### config.mk
export PLATFORM = sky130hd
export DESIGN_NAME = axil_write_engine
export DESIGN_NICKNAME = d
export VERILOG_FILES = /design/src/rtl/axil_pkg.sv /design/src/rtl/axil_reg_bank.sv /design/src/rtl/axil_write_engine.sv
export SDC_FILE = /design/constraint.sdc
export NUM_CORES = 1
export LEC_CHECK = 0
export ABC_AREA = 1
export CORE_MARGIN = 2
export CORE_UTILIZATION = 40
export CTS_CLUSTER_DIAMETER = 200
export DETAILED_ROUTE_END_ITERATION = 7
export PLACE_DENSITY = 0.65
export REMOVE_ABC_BUFFERS = 1
export SYNTH_ARGS = -nofsm -noshare
export SYNTH_HDL_FRONTEND = slang
export SYNTH_SLANG_ARGS = --single-unit
### constraint.sdc
create_clock -name clk -period 2.3 [get_ports clk]
set_input_delay 0.23 -clock clk [delete_from_list [all_inputs] [get_ports clk]]
set_output_delay 0.23 -clock clk [all_outputs]
set_load 0.02 [all_outputs]
### src/rtl/axil_pkg.sv
// Shared types for the AXI-Lite register slave write path.
//   resp_t     : AXI write response codes driven on the B channel
//   wr_state_t : write engine FSM states
package axil_pkg;

    typedef enum logic [1:0] {
        RESP_OKAY   = 2'b00,
        RESP_SLVERR = 2'b10
    } resp_t;

    typedef enum logic [1:0] {
        WR_IDLE,
        WR_WRITE,
        WR_RESP
    } wr_state_t;

endpackage

### src/rtl/axil_reg_bank.sv
// Register storage for the write engine: decodes the held write address, merges
// byte-strobed data into the addressed register, flags out-of-range or read-only
// targets, and provides a combinational read port.
// Ports:
//   clk, reset_n   : clock, synchronous active-low reset
//   wr_en          : commit the held write this cycle
//   wr_addr        : byte address of the write
//   wr_data/wr_strb: write data and byte strobes
//   wr_resp_c      : response the write would earn (combinational)
//   rd_index       : read-port register index
//   rd_data        : regs[rd_index], 0 when out of range (combinational)
//   regs_q         : all registers, register i at [i*DataWidth +: DataWidth]
//   wr_pulse       : one-cycle pulse on register i the cycle after its commit
module axil_reg_bank
    import axil_pkg::*;
#(
    parameter int unsigned       AddrWidth    = 12,
    parameter int unsigned       DataWidth    = 32,
    parameter int unsigned       NumRegs      = 16,
    parameter logic [NumRegs-1:0] ReadOnlyMask = '0,
    localparam int unsigned      StrbWidth    = DataWidth / 8,
    localparam int unsigned      RegIdxW      = $clog2(NumRegs)
) (
    input  logic                         clk,
    input  logic                         reset_n,
    input  logic                         wr_en,
    input  logic [AddrWidth-1:0]         wr_addr,
    input  logic [DataWidth-1:0]         wr_data,
    input  logic [StrbWidth-1:0]         wr_strb,
    output resp_t                        wr_resp_c,
    input  logic [RegIdxW-1:0]           rd_index,
    output logic [DataWidth-1:0]         rd_data,
    output logic [NumRegs*DataWidth-1:0] regs_q,
    output logic [NumRegs-1:0]           wr_pulse
);

    localparam int unsigned IdxLo = $clog2(StrbWidth);
    localparam int unsigned IdxW  = AddrWidth - IdxLo;

    logic [DataWidth-1:0] mem_q [NumRegs];
    logic [DataWidth-1:0] mem_d [NumRegs];
    logic [NumRegs-1:0]   wr_pulse_q;
    logic [NumRegs-1:0]   wr_pulse_d;
    logic [IdxW-1:0]      idx_c;
    logic                 in_range_c;

    // Word index; byte-offset bits of the address are ignored.
    assign idx_c      = wr_addr[AddrWidth-1:IdxLo];
    assign in_range_c = (idx_c < IdxW'(NumRegs));

    // Target decode, response and strobe merge.
    always_comb begin
        mem_d      = mem_q;
        wr_pulse_d = '0;
        wr_resp_c  = RESP_SLVERR;
        for (int i = 0; i < NumRegs; i++) begin
            if (in_range_c && (idx_c[RegIdxW-1:0] == RegIdxW'(i)) && !ReadOnlyMask[i]) begin
                wr_resp_c = RESP_OKAY;
                if (wr_en) begin
                    // Pulse fires even for an all-zero strobe.
                    wr_pulse_d[i] = 1'b1;
                    for (int b = 0; b < StrbWidth; b++) begin
                        if (wr_strb[b]) begin
                            mem_d[i][b*8 +: 8] = wr_data[b*8 +: 8];
                        end
                    end
                end
            end
        end
    end

    // Storage and pulse registers.
    always_ff @(posedge clk) begin
        if (!reset_n) begin
            for (int i = 0; i < NumRegs; i++) begin
                mem_q[i] <= '0;
            end
            wr_pulse_q <= '0;
        end else begin
            mem_q      <= mem_d;
            wr_pulse_q <= wr_pulse_d;
        end
    end

    // Read mux; indices past the bank read as zero.
    always_comb begin
        rd_data = '0;
        for (int i = 0; i < NumRegs; i++) begin
            if (rd_index == RegIdxW'(i)) begin
                rd_data = mem_q[i];
            end
        end
    end

    // Flattened register view.
    always_comb begin
        regs_q = '0;
        for (int i = 0; i < NumRegs; i++) begin
            regs_q[i*DataWidth +: DataWidth] = mem_q[i];
        end
    end

    assign wr_pulse = wr_pulse_q;

endmodule

### src/rtl/axil_write_engine.sv
// AXI-Lite write-path engine: joins one AW and one W FIFO entry, commits the
// strobed write into the register bank, then pushes one B response.
// Ports:
//   clk, reset_n             : clock, synchronous active-low reset
//   aw_addr/aw_empty/aw_pop  : AW FIFO head, empty flag, pop (combinational)
//   w_data/w_strb/w_empty/w_pop : W FIFO head, empty flag, pop (combinational)
//   b_resp/b_full/b_push     : B FIFO push data (registered), full flag, push (combinational)
//   rd_index/rd_data         : combinational register read port
//   regs_q                   : all registers flattened
//   wr_pulse                 : per-register commit pulse
module axil_write_engine
    import axil_pkg::*;
#(
    parameter int unsigned        AddrWidth    = 12,
    parameter int unsigned        DataWidth    = 32,
    parameter int unsigned        NumRegs      = 16,
    parameter logic [NumRegs-1:0] ReadOnlyMask = '0,
    localparam int unsigned       StrbWidth    = DataWidth / 8,
    localparam int unsigned       RegIdxW      = $clog2(NumRegs)
) (
    input  logic                         clk,
    input  logic                         reset_n,
    input  logic [AddrWidth-1:0]         aw_addr,
    input  logic                         aw_empty,
    output logic                         aw_pop,
    input  logic [DataWidth-1:0]         w_data,
    input  logic [StrbWidth-1:0]         w_strb,
    input  logic                         w_empty,
    output logic                         w_pop,
    output logic [1:0]                   b_resp,
    input  logic                         b_full,
    output logic                         b_push,
    input  logic [RegIdxW-1:0]           rd_index,
    output logic [DataWidth-1:0]         rd_data,
    output logic [NumRegs*DataWidth-1:0] regs_q,
    output logic [NumRegs-1:0]           wr_pulse
);

    wr_state_t            state_q, state_d;
    logic [AddrWidth-1:0] addr_q, addr_d;
    logic [DataWidth-1:0] data_q, data_d;
    logic [StrbWidth-1:0] strb_q, strb_d;
    resp_t                b_resp_q, b_resp_d;
    resp_t                wr_resp_c;
    logic                 take_c;

    // Next-state and hold-register logic.
    always_comb begin
        state_d  = state_q;
        addr_d   = addr_q;
        data_d   = data_q;
        strb_d   = strb_q;
        b_resp_d = b_resp_q;
        take_c   = 1'b0;
        case (state_q)
            WR_IDLE: begin
                // Both channels are consumed together or not at all.
                if (!aw_empty && !w_empty) begin
                    take_c  = 1'b1;
                    addr_d  = aw_addr;
                    data_d  = w_data;
                    strb_d  = w_strb;
                    state_d = WR_WRITE;
                end
            end
            WR_WRITE: begin
                b_resp_d = wr_resp_c;
                state_d  = WR_RESP;
            end
            WR_RESP: begin
                if (!b_full) begin
                    state_d = WR_IDLE;
                end
            end
            default: state_d = WR_IDLE;
        endcase
    end

    // State and hold registers.
    always_ff @(posedge clk) begin
        if (!reset_n) begin
            state_q  <= WR_IDLE;
            addr_q   <= '0;
            data_q   <= '0;
            strb_q   <= '0;
            b_resp_q <= RESP_OKAY;
        end else begin
            state_q  <= state_d;
            addr_q   <= addr_d;
            data_q   <= data_d;
            strb_q   <= strb_d;
            b_resp_q <= b_resp_d;
        end
    end

    // Handshakes are suppressed while reset is held.
    assign aw_pop = reset_n && take_c;
    assign w_pop  = reset_n && take_c;
    assign b_push = reset_n && (state_q == WR_RESP) && !b_full;
    assign b_resp = b_resp_q;

    axil_reg_bank #(
        .AddrWidth    (AddrWidth),
        .DataWidth    (DataWidth),
        .NumRegs      (NumRegs),
        .ReadOnlyMask (ReadOnlyMask)
    ) u_reg_bank (
        .clk       (clk),
        .reset_n   (reset_n),
        .wr_en     (state_q == WR_WRITE),
        .wr_addr   (addr_q),
        .wr_data   (data_q),
        .wr_strb   (strb_q),
        .wr_resp_c (wr_resp_c),
        .rd_index  (rd_index),
        .rd_data   (rd_data),
        .regs_q    (regs_q),
        .wr_pulse  (wr_pulse)
    );

endmodule

[Yosys cells after proc, flatten, opt, wreduce, memory -nomap -nowiden]
Cells that the tools add are included.
Operators by class
  order comparisons: 1
  multiplexer cells: 38
  reduce and logical (&&, ||, !) cells: 108
  equal/unequal tests: 34
Operator list (count)
  $mux 32: 16
  $reduce_and 3->1: 64
  $eq 4x4->1 const B: 16
  $mux 2: 18
  $reduce_and 2->1: 18
  $eq 4x3->1 const B: 8
  $logic_and 1x1->1: 20
  $eq 4x2->1 const B: 4
  $lt 10x5->1 const B: 1
  $eq 4x1->1 const B: 2
  $logic_not 4->1: 2
  $pmux 2 s3: 1
  $ne 2x2->1 const B: 2
  $logic_not 1->1: 3
  $mux 1: 3
  $eq 2x1->1 const B: 1
  $eq 2x2->1 const B: 1
  $logic_not 2->1: 1
Storage, ports and cells
  word-level logic and storage cells: 266
  bits in registers: 580
  input bits: 57
  output and inout bits: 565

[Longest topological paths before layout]
  depth after elaboration: 18
  mapped depth: 14
  depth with buffers taken out: 13

[Modules after synthesis]
Synthesis repeated with hierarchy kept, for this count alone.
Unflattened totals
  cells, all modules: 3597
  area total of the unflattened synthesis: 25423.1 sq um
Modules (own cells, without submodules)
  axil_reg_bank: instances 1, area each 23118.4 sq um, sequential area each 10570.1 sq um, cells an instance 3259
  axil_write_engine: instances 1, area each 2304.7 sq um, sequential area each 1041.0 sq um, cells an instance 338

[Worst setup path after synthesis]
Ideal clock, no wire load.
  kind: register to output
  start point: register state_q[1]
  end point: output port w_pop
  data required time: 2070 ps
  buffers on the path: 2
  slack: 286 ps
  arrival time: 1784 ps
  stages on the path, launching flop included: 6
  path through: dfxtp_1 -> nor4_2 -> clkinv_1 -> clkbuf_1 -> nor2_1 -> buf_4
Between the ends
  longest elaborated chain between the ends: 3
Ends and longest elaborated chain
  from (decl): line axil_write_engine.sv:39  | wr_state_t state_q, state_d;
  from (signal assigned): line axil_write_engine.sv:88  | state_q <= state_d;
  $logic_not 2->1: line axil_write_engine.sv:55  | case (state_q)
  $mux 1: line axil_write_engine.sv:55
  $logic_and 1x1->1
  to (decl): line axil_write_engine.sv:29  | output logic w_pop,
No other way between the ends.

[Worst setup path in the final report]
  start point: register u_reg_bank.mem_q (netlist bit u_reg_bank.regs_q[64])
  end point: output port rd_data[0]
Between the ends
  longest elaborated chain between the ends: 14
Ends and longest elaborated chain
  from (decl): line axil_reg_bank.sv:40  | logic [DataWidth-1:0] mem_q [NumRegs];
  from (signal assigned): line axil_reg_bank.sv:80  | mem_q <= mem_d;
  $mux 32 (14 in a row): line axil_reg_bank.sv:89  | if (rd_index == RegIdxW'(i)) begin
  to (decl): line axil_write_engine.sv:34  | output logic [DataWidth-1:0] rd_data,
No other way between the ends.

==> run_results.csv <==
group,metric,value,unit
sta,final_min_period_over_clock_period,102,%
power,peakVddDrop,0.604,mV
synth,syn-cell-area,24700,um2
sta,final-max-slew-violation-count,0,
die,core.rowCount,91,
setup_path,timing.critical_path.from,"u_reg_bank.regs_q[64]",
grt,grt-ovfl-total,0,
clocking,clkSlewWorstSetupHoldPaths,60,ps
clocking,cts_tree,"built",
min_path,worst_hold_path_type,"input port to register",
sta,skew,23.7,ps
outcome,failing_checks,"negative setup slack",
setup_path,critical_path.endpoint_type,"primary output",
layout,stdcell_area,36600,um2
placement,number_of_buffers_added_on_ports,618,
routing,detail_route.wirelength,115000,um
routing,post_drt_wl_per_cell,22.6,um
layout,most-common-layout-cells,"579 x clkdlybuf4s50_1, 545 x o21ai_0, 491 x dfxtp_1, 461 x inv_1, 425 x a21oi_1",
layout,nets,4318,
layout,area.growth.synth_to_final,48.6,%
synth,post_synthesis_area_per_instance,6.99,um2
power,total_power,21.9,mW
clocking,cts_root_buf,"clkbuf_16",
routing,post_drt_via_cell_ratio,5.33,
clocking,clockBufferDepth,3,
grt,grt_first_pass_wirelength,165000,um
synth,synth-warning-count,0,
sta,fin_setup_tns,-126,ps
setup_path,worst-path-max-fanout,2,
clocking,cts_made_buffers,61,
sta,shortest_clock_period_the_worst_path_allows_after_layout,2350,ps
power,power-per-cell-area,598,nW/um2
routing,drc_errors,0,
outcome,run_status,"finished with violations",
setup_path,criticalPathCategory,"register to primary output",
setup_path,number_of_cells_on_the_worst_reg_to_reg_path,9,
placement,placed_instance_count,4906,
grt,grt_antenna_before_repair,6,
die,die_width,252,um
synth,synth-seq-area-share,46.8,%
die,number_of_ports_placed_on_the_die_boundary,622,
routing,drtIter0Drc,2349,
sta,timing.fmax,425,MHz
sta,postLayoutSetupSlackWorst,-54.9,ps
layout,drive_above_1_share,17.9,%
placement,routabilityCongestion,0.944,
routing,drtAntennaViolNets,0,
setup_path,worst_setup_path_endpoint,"rd_data[0]",
grt,grt-busiest-layer,"met2",
layout,mostFrequentLayoutCell,"clkdlybuf4s50_1",
setup_path,cp-start-kind,"register",
grt,via_count_of_the_first_global_routing_pass,24959,
clocking,insertion_delay,640,ps
sta,relSlewSlack,39.0,%
die,design.core.area,61400,um2
setup_path,critical_path_arrival,2120,ps
die,dieArea,63600,um2
run,maxCapViolations,0,
placement,detailedPlacementHpwl,82400,um
layout,instances_no_fill,5096,
sta,report.final.hold_viol_count,0,
grt,grt_overall_usage,34.6,%
die,initial_core_util,40.2,%
power,p_leak,13.4,nW
clocking,htreeDepth,2,
grt,grt_max_degree,210,
synth,post_synth_num_cell_types,24,
grt,grtUsageMet3,7.81,%
placement,detailed_place.area,32900,um2
grt,use_met1,43.3,%
die,die_height,252,um
sta,setup_viol_count_final,4,
setup_path,reg2reg_from,"state_q[0]",
grt,grt.met2_usage,57.2,%
clocking,clock_sinks,577,
sta,worst_max_slew_pin_slew,914,ps
synth,postSynthRegisterBits,577,
setup_path,worstReg2RegEnd,"u_reg_bank.regs_q[98]",
setup_path,required,2070,ps
setup_path,timing.reg2reg.setup_slack,110,ps
sta,rsz0062_at_grt,"true",
synth,syn-instance-count,3526,
routing,drt_first_pass_iters,6,
routing,routed-via-count,27153,
[kinds of logic after synthesis]
family,after synthesis,synth area share [%]
AOI/OAI and AO/OA,1010,20.8
and+or+nand+nor,1193,20.6
buffers and inverters,745,11.7
DFF,577,46.8
other,1,0.0152
[worst max-delay path, cell delays in order, from the launching register on]
cell,delay [ps]
dfxtp_2,330
nand3_2,80
nand3_2,60
nor2_1,90
buf_4,120
nand4_1,120
nand2_2,110
nand4_1,120
nor3_2,180
nand4_1,110
buf_4,170
[stage by stage]
step                      setup WS, ps  util (%)  hold slack, ps
after floorplan                  -2140         -             365
after global placement           -1010      53.7             446
after detailed placement          -964      53.7             451
after CTS                         -163      58.6             154
after global routing              -148      59.7             193
final                            -54.9      59.7             174
[cells in the mapped netlist, drive strengths merged]
cell type    n  area share [%]
nand3      143             3.0
clkbuf     162             2.5
a21oi      427             8.7
nand4       75             1.9
o21ai      551              11
conb         1           0.015
nand2      437             6.7
buf         70             1.4
nor4         2           0.076
dfxtp      577              47
inv        510             7.8
a211oi      32            0.97
clkinv       3           0.046
nor3       123             2.6
nor2       413             6.4
[timing repair]
| action | 4_1_cts | 5_1_grt |
|---|---|---|
| setup buffers | 56 | 21 |
| pin swaps | 133 | 142 |
| endpoints found under the hold margin | 1 | 0 |
| cloned | 4 | 0 |
| hold buffers | 1 | 0 |
| gates resized for setup | 362 | 185 |
| setup endpoints to repair | 72 | 218 |
[area by class of cell]
class / instances / area, um2
Fill cell: 5589 / 24700
Antenna cell: 1 / 2.50
Inverter: 513 / 1950
Sequential cell: 577 / 11700
Clock buffer: 88 / 1780
Timing Repair Buffer: 903 / 8920
Multi-Input combinational cell: 2205 / 11100
Clock inverter: 19 / 231
Tap cell: 790 / 988
[flip-flops by register name (all words and copies together) (netlist names)]
name                 flops
strb_q                   4
addr_q                  10
data_q                  32
state_q                  2
b_resp                   1
u_reg_bank.wr_pulse     16
u_reg_bank.regs_q      512
[where the power goes]
part	internal (mW)	switching (mW)	total (mW)
Clock	5.88	4.27	10.1
Sequential	10.0	0.271	10.3
Combinational	0.546	0.891	1.44
Total	16.5	5.43	21.9
[routing by layer]
| metal | share of wire, % | up-vias |
|---|---|---|
| li1 | - | 12930 |
| met1 | 40 | 12709 |
| met2 | 46 | 1242 |
| met3 | 9.2 | 266 |
| met4 | 4.7 | 6 |
| met5 | 0.034 | - |
[how the worst min path moves through the flow]
stage	start	endpoint	slack, ps	depth (start not counted)
final	aw_addr[6]	addr_q[6]	170	3
after global routing	w_data[27]	data_q[27]	190	3
after CTS	aw_addr[9]	addr_q[9]	150	3
after floorplan	aw_addr[10]	addr_q[10]	360	2
after detailed placement	u_reg_bank.regs_q[347]	u_reg_bank.regs_q[347]	450	2
after global placement	u_reg_bank.regs_q[320]	u_reg_bank.regs_q[320]	450	2
No activity file was read; power rests on OpenSTA's default activity.
